[src/rtl/morse_key_classifier.sv]
// Morse key classifier: synchronise and debounce the key, then emit DOT/DASH per mark, LETTER_END/WORD_END per gap, and a stuck-key level.
// Latency: PB edge to KEY_DB is 2+DEBOUNCE_CYC cycles, and events pulse one cycle after the deciding sample. There is no backpressure; pulses are fire-and-forget.
module morse_key_classifier #(
    parameter int unsigned CNT_W          = 28,
    parameter int unsigned DEBOUNCE_CYC   = 1000000,
    parameter int unsigned DASH_CYC       = 25000000,
    parameter int unsigned LETTER_GAP_CYC = 25000000,
    parameter int unsigned WORD_GAP_CYC   = 70000000,
    parameter int unsigned STUCK_CYC      = 200000000
) (
    input  logic CLK,
    input  logic RESET_N,
    input  logic PB,
    output logic KEY_DB,
    output logic DOT,
    output logic DASH,
    output logic LETTER_END,
    output logic WORD_END,
    output logic STUCK
);

    localparam logic [CNT_W-1:0] L_MAX     = '1;
    localparam logic [CNT_W-1:0] L_ONE     = CNT_W'(1);
    localparam logic [CNT_W-1:0] L_DB_LAST = CNT_W'(DEBOUNCE_CYC - 1);
    localparam logic [CNT_W-1:0] L_DASH    = CNT_W'(DASH_CYC);
    localparam logic [CNT_W-1:0] L_LETTER  = CNT_W'(LETTER_GAP_CYC);
    localparam logic [CNT_W-1:0] L_WORD    = CNT_W'(WORD_GAP_CYC);
    localparam logic [CNT_W-1:0] L_STUCK   = CNT_W'(STUCK_CYC);

    typedef enum logic [1:0] {
        S_IDLE  = 2'd0,
        S_MARK  = 2'd1,
        S_SPACE = 2'd2
    } state_t;

    logic             r_sync1;
    logic             r_sync2;
    logic             r_key_db;
    logic [CNT_W-1:0] r_db_cnt;

    state_t           r_state;
    state_t           w_state_nxt;
    logic [CNT_W-1:0] r_dur;
    logic [CNT_W-1:0] w_dur_nxt;
    logic [CNT_W-1:0] w_dur_inc;
    logic             r_stuck;
    logic             w_stuck_nxt;
    logic             r_dot;
    logic             r_dash;
    logic             r_letter;
    logic             r_word;
    logic             w_dot_nxt;
    logic             w_dash_nxt;
    logic             w_letter_nxt;
    logic             w_word_nxt;

    // The debounce counter only runs while the synchronised level disagrees with KEY_DB.
    always_ff @(posedge CLK or negedge RESET_N) begin
        if (!RESET_N) begin
            r_sync1  <= 1'b0;
            r_sync2  <= 1'b0;
            r_key_db <= 1'b0;
            r_db_cnt <= '0;
        end else begin
            r_sync1 <= PB;
            r_sync2 <= r_sync1;
            if (r_sync2 == r_key_db) begin
                r_db_cnt <= '0;
            end else if (r_db_cnt == L_DB_LAST) begin
                r_key_db <= r_sync2;
                r_db_cnt <= '0;
            end else if (r_db_cnt != L_MAX) begin
                r_db_cnt <= r_db_cnt + 1'b1;
            end
        end
    end

    assign w_dur_inc = (r_dur == L_MAX) ? r_dur : r_dur + 1'b1;

    always_comb begin
        w_state_nxt  = r_state;
        w_dur_nxt    = r_dur;
        w_stuck_nxt  = r_stuck;
        w_dot_nxt    = 1'b0;
        w_dash_nxt   = 1'b0;
        w_letter_nxt = 1'b0;
        w_word_nxt   = 1'b0;
        case (r_state)
            S_IDLE: begin
                if (r_key_db) begin
                    w_state_nxt = S_MARK;
                    w_dur_nxt   = L_ONE;
                    w_stuck_nxt = (L_ONE >= L_STUCK);
                end
            end
            S_MARK: begin
                if (r_key_db) begin
                    w_dur_nxt = w_dur_inc;
                    if (w_dur_inc >= L_STUCK) begin
                        w_stuck_nxt = 1'b1;
                    end
                end else if (r_stuck) begin
                    // A stuck mark is dropped without a symbol and without gap events.
                    w_stuck_nxt = 1'b0;
                    w_state_nxt = S_IDLE;
                    w_dur_nxt   = '0;
                end else begin
                    w_dash_nxt  = (r_dur >= L_DASH);
                    w_dot_nxt   = (r_dur < L_DASH);
                    w_state_nxt = S_SPACE;
                    w_dur_nxt   = L_ONE;
                end
            end
            S_SPACE: begin
                if (r_key_db) begin
                    w_state_nxt = S_MARK;
                    w_dur_nxt   = L_ONE;
                end else begin
                    w_dur_nxt = w_dur_inc;
                    if (w_dur_inc == L_WORD) begin
                        w_word_nxt  = 1'b1;
                        w_state_nxt = S_IDLE;
                        w_dur_nxt   = '0;
                    end else if (w_dur_inc == L_LETTER) begin
                        w_letter_nxt = 1'b1;
                    end
                end
            end
            default: begin
                w_state_nxt = S_IDLE;
                w_dur_nxt   = '0;
                w_stuck_nxt = 1'b0;
            end
        endcase
    end

    always_ff @(posedge CLK or negedge RESET_N) begin
        if (!RESET_N) begin
            r_state  <= S_IDLE;
            r_dur    <= '0;
            r_stuck  <= 1'b0;
            r_dot    <= 1'b0;
            r_dash   <= 1'b0;
            r_letter <= 1'b0;
            r_word   <= 1'b0;
        end else begin
            r_state  <= w_state_nxt;
            r_dur    <= w_dur_nxt;
            r_stuck  <= w_stuck_nxt;
            r_dot    <= w_dot_nxt;
            r_dash   <= w_dash_nxt;
            r_letter <= w_letter_nxt;
            r_word   <= w_word_nxt;
        end
    end

    assign KEY_DB     = r_key_db;
    assign DOT        = r_dot;
    assign DASH       = r_dash;
    assign LETTER_END = r_letter;
    assign WORD_END   = r_word;
    assign STUCK      = r_stuck;

endmodule

[config.mk]
export PLATFORM = sky130hd
export DESIGN_NAME = morse_key_classifier
export DESIGN_NICKNAME = d
export VERILOG_FILES = /design/src/rtl/morse_key_classifier.sv
export SDC_FILE = /design/constraint.sdc
export NUM_CORES = 1
export LEC_CHECK = 0
export CORE_MARGIN = 1.5
export CORE_UTILIZATION = 30
export CTS_CLUSTER_SIZE = 10
export DETAILED_ROUTE_END_ITERATION = 12
export GPL_TIMING_DRIVEN = 0
export SLEW_MARGIN = 20
export SYNTH_ARGS = -nofsm -noshare
export SYNTH_HDL_FRONTEND = slang
export SYNTH_SLANG_ARGS = --single-unit
[constraint.sdc]
create_clock -name CLK -period 4.84 [get_ports CLK]
set_clock_uncertainty 0.2 [all_clocks]
set_input_delay 1.452 -clock CLK [delete_from_list [all_inputs] [get_ports CLK]]
set_output_delay 1.452 -clock CLK [all_outputs]
set_load 0.01 [all_outputs]
==> results of run 1 <==
==> worst paths after layout <==
kind,cells past startpoint,end,start,slack [ns]
setup / recovery,11,r_dur[13],r_dur[0],0.57
hold / removal,0,r_sync2,r_sync1,0.15
setup reg to reg,11,r_dur[13],r_dur[0],0.57
hold reg to reg,0,r_sync2,r_sync1,0.15
max in group asynchronous,2,r_dur[4],RESET_N,3.11
min in group asynchronous,1,r_db_cnt[23],RESET_N,0.81
==> synthesized netlist by cell type, drive strengths merged (2+ instances only) <==
cell	n
nand3	40
o21ai	17
o2111ai	2
a221oi	8
or2	2
o311ai	12
and4b	2
ha	3
o31ai	3
nor2	71
mux2i	3
or4	3
or3	7
nor3	12
mux2	3
a21oi	34
and3	9
a31oi	3
nor2b	2
clkbuf	28
inv	7
nand4	23
nor4	13
and4	4
dfrtp	66
xnor2	11
buf	7
nand2b	5
and2	2
xor2	32
a32oi	4
nand2	64
nor4b	4
o22ai	3
a31o	3
==> placed cells by master (no fill, tap or decap), drive strengths merged, types with 5 or more instances in the layout <==
cell type | netlist | final
a21oi | 34 | 34
a221oi | 8 | 8
and3 | 9 | 9
buf | 7 | 9
clkbuf | 28 | 40
clkdlybuf4s50 | 0 | 7
dfrtp | 66 | 66
inv | 7 | 8
nand2 | 64 | 64
nand2b | 5 | 5
nand3 | 40 | 40
nand4 | 23 | 23
nor2 | 71 | 71
nor3 | 12 | 12
nor4 | 13 | 13
o21ai | 17 | 17
o311ai | 12 | 12
or3 | 7 | 7
xnor2 | 11 | 11
xor2 | 32 | 32
==> power groups by stage <==
stage               logic [mW]  registers [mW]  clock network, mW
global placement        0.0215           0.567                  0
finish                  0.0236           0.557              0.608
CTS                     0.0247           0.557              0.619
floorplan              0.00693           0.567                  0
detailed placement      0.0247           0.567                  0
global route            0.0279           0.557              0.649
==> critical path, cell delays in order (launching register included) <==
cell      delay [ns]
dfrtp_1         0.48
ha_1            0.30
nand4_1         0.26
nor3_2          0.63
nand3_1         0.32
xnor2_1         0.32
nand4_1         0.13
nor4_1          0.67
a21oi_2         0.26
nor2_2          0.19
buf_4           0.22
o311ai_1        0.12
==> through the flow <==
| step | utilization | instances | hold slack, ns |
|---|---|---|---|
| CTS | 0.353 | 732 | 0.153 |
| floorplan | - | 527 | 0.131 |
| global route | 0.353 | 732 | 0.176 |
| global placement | 0.331 | 715 | 0.133 |
| finish | 0.353 | 732 | 0.148 |
| detailed placement | 0.333 | 716 | 0.136 |
==> registers in the layout, summed over array words and instances, names as in the netlist <==
register / flops
r_dur: 28
WORD_END: 1
DOT: 1
LETTER_END: 1
KEY_DB: 1
r_state: 2
DASH: 1
r_sync2: 1
r_db_cnt: 28
r_sync1: 1
STUCK: 1
==> cell type report <==
cell class                 instances  area (um2)  share of cell area
multi-input combinational        419        2490               0.507
sequential                        66        1650               0.336
clock buffer                      12         246              0.0502
tap                              180         225              0.0458
buffer                            35         143              0.0290
timing repair buffer               9         105              0.0214
clock inverter                     4        26.3             0.00535
inverter                           7        26.3             0.00535
==> cell families after synthesis <==
| group | share of synthesized area |
|---|---|
| AOI/OAI and AO/OA | 0.158 |
| xor gates and xnor gates | 0.0874 |
| adders and majority gates | 0.00871 |
| buffers and inverters | 0.0392 |
| DFF | 0.383 |
| muxes | 0.0148 |
| and+or+nand+nor | 0.308 |
==> per-layer routing <==
| layer | vias to the layer above | share of wire | global-route usage |
|---|---|---|---|
| li1 | 1968 | - | - |
| met5 | - | 0 | 0 |
| met2 | 169 | 0.46 | 0.274 |
| met4 | 0 | 0.014 | 0.0719 |
| met1 | 2004 | 0.47 | 0.258 |
| met3 | 17 | 0.052 | 0.0251 |
==> results.py, run 1 <==
metrics = {
    "routing": {
        "firstDrtPassIters": 5,
        "wl_per_cell_um": 17.6,
        "drc": 0,
        "wl_mm": 12.9,
        "drtAntennaViolNets": 0,
        "vias": 4158,
        "drt_iter0_drc": 374,
        "routed_via_density": 5.68,
    },
    "power": {
        "irDropWorstVdd_uv": 157,
        "p_seq_frac": 0.469,
        "power_leakage_nw": 1.86,
        "pwr-share-clk": 0.511,
        "internal-power_mw": 0.922,
        "switching_share": 0.224,
        "total_power_mw": 1.19,
        "comb_power_share": 0.020,
        "power.density_nw_per_um2": 242,
        "p_sw_mw": 0.266,
    },
    "placed_design": {
        "preCtsSetupSlack_ns": 0.671,
        "place_congestion": 1.03,
        "io_buffers": 8,
        "dpl.hpwl_mm": 9.30,
        "placed_area_um2": 4640,
    },
    "sta": {
        "fmax_mhz": 234,
        "worst_slew_pin_slew_ns": 0.806,
        "report.final.slew_viol_count": 0,
        "finalHoldViolations": 0,
        "rsz0062_at_grt": "false",
        "relSlewSlack": 0.459,
        "period_needed_ns": 4.27,
        "setup_violations": 0,
        "fin_crit_sh": 0.882,
        "finalSetupTns_ns": 0,
        "fin_ws_ns": 0.571,
    },
    "floorplan": {
        "pin_count": 9,
        "core_um2": 13900,
        "placementRows": 43,
        "die_x_um": 123,
        "die_h_um": 123,
        "start_util": 0.309,
        "dieArea_um2": 15100,
    },
    "synthesis": {
        "synth_top_area_frac": 0.383,
        "yosysSeqAreaShare": 0.383,
        "synthArstFlopShare": 1.00,
        "syn_inst": 527,
        "synth_seq_cells": 66,
        "synth_nets": 533,
        "synth_area_um2": 4310,
        "yosys_warnings": 0,
        "synth_edf_count": 0,
        "synth_ff_type": "dfrtp_1",
        "synth_area_leaders": "dfrtp_1, xor2_1, nor2_1",
        "ys_types": 60,
        "yosys.area.top_type": "dfrtp_1",
        "syn_avg_cell_area_um2": 8.18,
    },
    "clocking": {
        "clk_path_buf_depth": 2,
        "cts_tree": "done",
        "cts_htree_levels": 3,
        "clkLatencyLatePin_ns": 0.33,
        "path_clk_slew_ns": 0.06,
        "cts_inserted_buffers": 9,
        "cts_root_buffer": "clkbuf_16",
        "cts_resized": 0,
        "postCtsSetupBuffers": 0,
        "cts_hold_buffers": 0,
        "clkSinkCount": 66,
    },
    "finish": {
        "synthToLayoutAreaGrowth_pct": 14.0,
        "antennaDiodeCount": 0,
        "drive_gt1_frac": 0.0688,
        "nFillCells": 1391,
        "num-nets-final": 553,
        "final_area_um2": 4910,
    },
    "critical_path": {
        "worstPathMaxFanout": 10,
        "arrival_ns": 4.25,
        "cp-end-kind": "flip-flop",
        "cp.required_ns": 4.82,
        "critical_path_class": "flip-flop to flip-flop",
        "start_kind": "flip-flop",
    },
    "grt": {
        "grt_pass1_wl_mm": 20.9,
        "grt-ovfl-total": 0,
        "grt_pass1_vias": 3901,
        "track_usage": 0.181,
        "antenna_found_initial": 0,
        "grt_max_degree": 46,
    },
    "min_path": {
        "min_path_type": "flip-flop to flip-flop",
    },
    "status": {
        "outcome": "completed",
    },
    "flow_run": {
        "maxCapViolCount": 0,
    },
}
(Power assumes the default switching activity.)
==> run 2: changes to the inputs <==
CTS_BUF_LIST = sky130_fd_sc_hd__clkbuf_16   (was not set)
==> results.py, run 2 (synthesis gave the netlist of run 1 again) <==
metrics = {
    "critical_path": {
        "r2r_slack_ns": 0.54,
        "critPathMostFrequentCell": "nand4_1",
        "cp.required_ns": 4.82,
        "arrival_ns": 4.28,
        "slowest_delay_ns": 0.70,
        "path_cells": "ha_1 -> nand4_1 -> nor3_2 -> nand3_1 -> xnor2_1 -> nand4_1 -> nor4_1 -> a21oi_2 -> nor2_2 -> buf_4 -> o311ai_1",
        "cp-end-kind": "flip-flop",
        "reg2reg_from": "r_dur[1]",
        "reg2reg_depth": 11,
        "worstPathMaxFanout": 10,
        "crit_start": "r_dur[1]",
        "start_kind": "flip-flop",
        "slowest_stage": "nor4_1",
        "rr_endpoint": "r_dur[13]",
        "critical_path_class": "flip-flop to flip-flop",
    },
    "clocking": {
        "cts_tree": "done",
        "cts_root_buffer": "clkbuf_16",
        "cts_inserted_buffers": 9,
        "clk_path_buf_depth": 2,
        "postCtsSetupBuffers": 0,
        "clkSinkCount": 66,
        "cts_htree_levels": 3,
        "path_clk_slew_ns": 0.06,
        "clkLatencyLatePin_ns": 0.33,
        "cts_hold_buffers": 0,
        "cts_resized": 0,
    },
    "routing": {
        "firstDrtPassIters": 5,
        "drtAntennaViolNets": 0,
        "vias": 4099,
        "drt_iter0_drc": 391,
        "wl_per_cell_um": 17.5,
        "drc": 0,
        "wl_mm": 12.8,
        "routed_via_density": 5.60,
    },
    "placed_design": {
        "io_buffers": 8,
        "dpl.hpwl_mm": 9.30,
        "place_congestion": 1.03,
        "dpl.cell_count": 716,
        "preCtsSetupSlack_ns": 0.671,
    },
    "sta": {
        "worst_slew_pin_slew_ns": 0.822,
        "fin_ws_ns": 0.542,
        "rsz0062_at_grt": "false",
        "fmax_mhz": 233,
        "report.final.slew_viol_count": 0,
        "finalHoldViolations": 0,
        "period_needed_ns": 4.30,
        "setup_violations": 0,
        "relSlewSlack": 0.447,
        "fin_crit_sh": 0.888,
    },
    "min_path": {
        "hp-start": "r_sync1",
        "min_path_cells": 0,
        "hold_path_end": "r_sync2",
        "min_path_type": "flip-flop to flip-flop",
    },
    "finish": {
        "regArea_um2": 1650,
        "fin_cells": 732,
        "reg_top3": "r_db_cnt (28), r_dur (28), r_state (2)",
        "layout_commonest_cell": "nor2_1",
        "num-nets-final": 553,
        "antennaDiodeCount": 0,
        "mostFrequentLayoutCells": "nor2_1, dfrtp_1, nand2_1, nand3_1",
        "nFillCells": 1394,
        "synthToLayoutAreaGrowth_pct": 13.8,
        "drive_gt1_frac": 0.0670,
        "multi_input_area_um2": 2490,
    },
    "grt": {
        "grt_pass1_wl_mm": 20.9,
        "grt_max_degree": 46,
        "antenna_found_initial": 0,
        "grt_pass1_vias": 3907,
        "track_usage": 0.180,
        "grt-ovfl-total": 0,
    },
    "flow_run": {
        "maxCapViolCount": 0,
    },
    "power": {
        "power_leakage_nw": 1.86,
        "power.density_nw_per_um2": 238,
        "irDropWorstVdd_uv": 153,
    },
    "floorplan": {
        "pin_count": 9,
        "dieArea_um2": 15100,
        "die_x_um": 123,
        "placementRows": 43,
        "core_um2": 13900,
        "die_h_um": 123,
        "start_util": 0.309,
    },
    "status": {
        "outcome": "completed",
    },
}
[run 2: changes by cell type in the layout (fill, tap and decap cells not counted)]
cell / delta
clkbuf_1: -2
inv_1: +2
clkbuf_8: -1
clkinv_1: +1
[run 2: routing by layer]
layer  vias to the layer above  track usage  wire (um)
li1                       1957            -          -
met1                      1975        0.258       6000
met2                       147        0.274       5860
met3                        20       0.0181        734
met4                         0       0.0828        242
met5                         -            0          0
[run 2: critical path, delay by kind of cell, from the launching register on]
kind / cells / cell delay [ns]
buffers and inverters: 1 / 0.22
adder cells (fa/ha/maj): 1 / 0.31
flip-flops: 1 / 0.46
AND/OR/NAND/NOR: 6 / 2.24
XOR/XNOR: 1 / 0.32
AO/OA/AOI/OAI: 2 / 0.38
[run 2: through the flow]
stage / setup TNS, ns / total power [mW] / util / hold slack, ns / instance area, um2
floorplan: 0 / 0.574 / - / 0.131 / 4310
global placement: -10.60 / 0.588 / 0.331 / 0.133 / 4610
detailed placement: 0 / 0.592 / 0.333 / 0.136 / 4640
CTS: 0 / 1.18 / 0.352 / 0.153 / 4900
global route: 0 / 1.21 / 0.352 / 0.175 / 4900
finish: 0 / 1.17 / 0.352 / 0.148 / 4900
[run 2: area by class of cell]
cell class,count,area share
buffer,35,0.0291
clock buffer,9,0.0459
clock inverter,7,0.00766
inverter,7,0.00536
multi-input combinational,419,0.508
sequential,66,0.337
tap,180,0.0459
timing repair buffer,9,0.0214
[run 2: worst max path at each step]
stage,end,slack (ns)
global placement,r_dur[15],-0.16
global route,r_dur[5],0.28
floorplan,r_dur[23],1.54
detailed placement,r_dur[13],0.67
CTS,r_dur[13],0.66
finish,r_dur[13],0.54
[run 2: where the power goes]
| group | total [mW] | switching (mW) | internal [mW] |
|---|---|---|---|
| registers | 0.557 | 0.00231 | 0.555 |
| clock network | 0.586 | 0.246 | 0.341 |
| logic | 0.0237 | 0.0172 | 0.00649 |
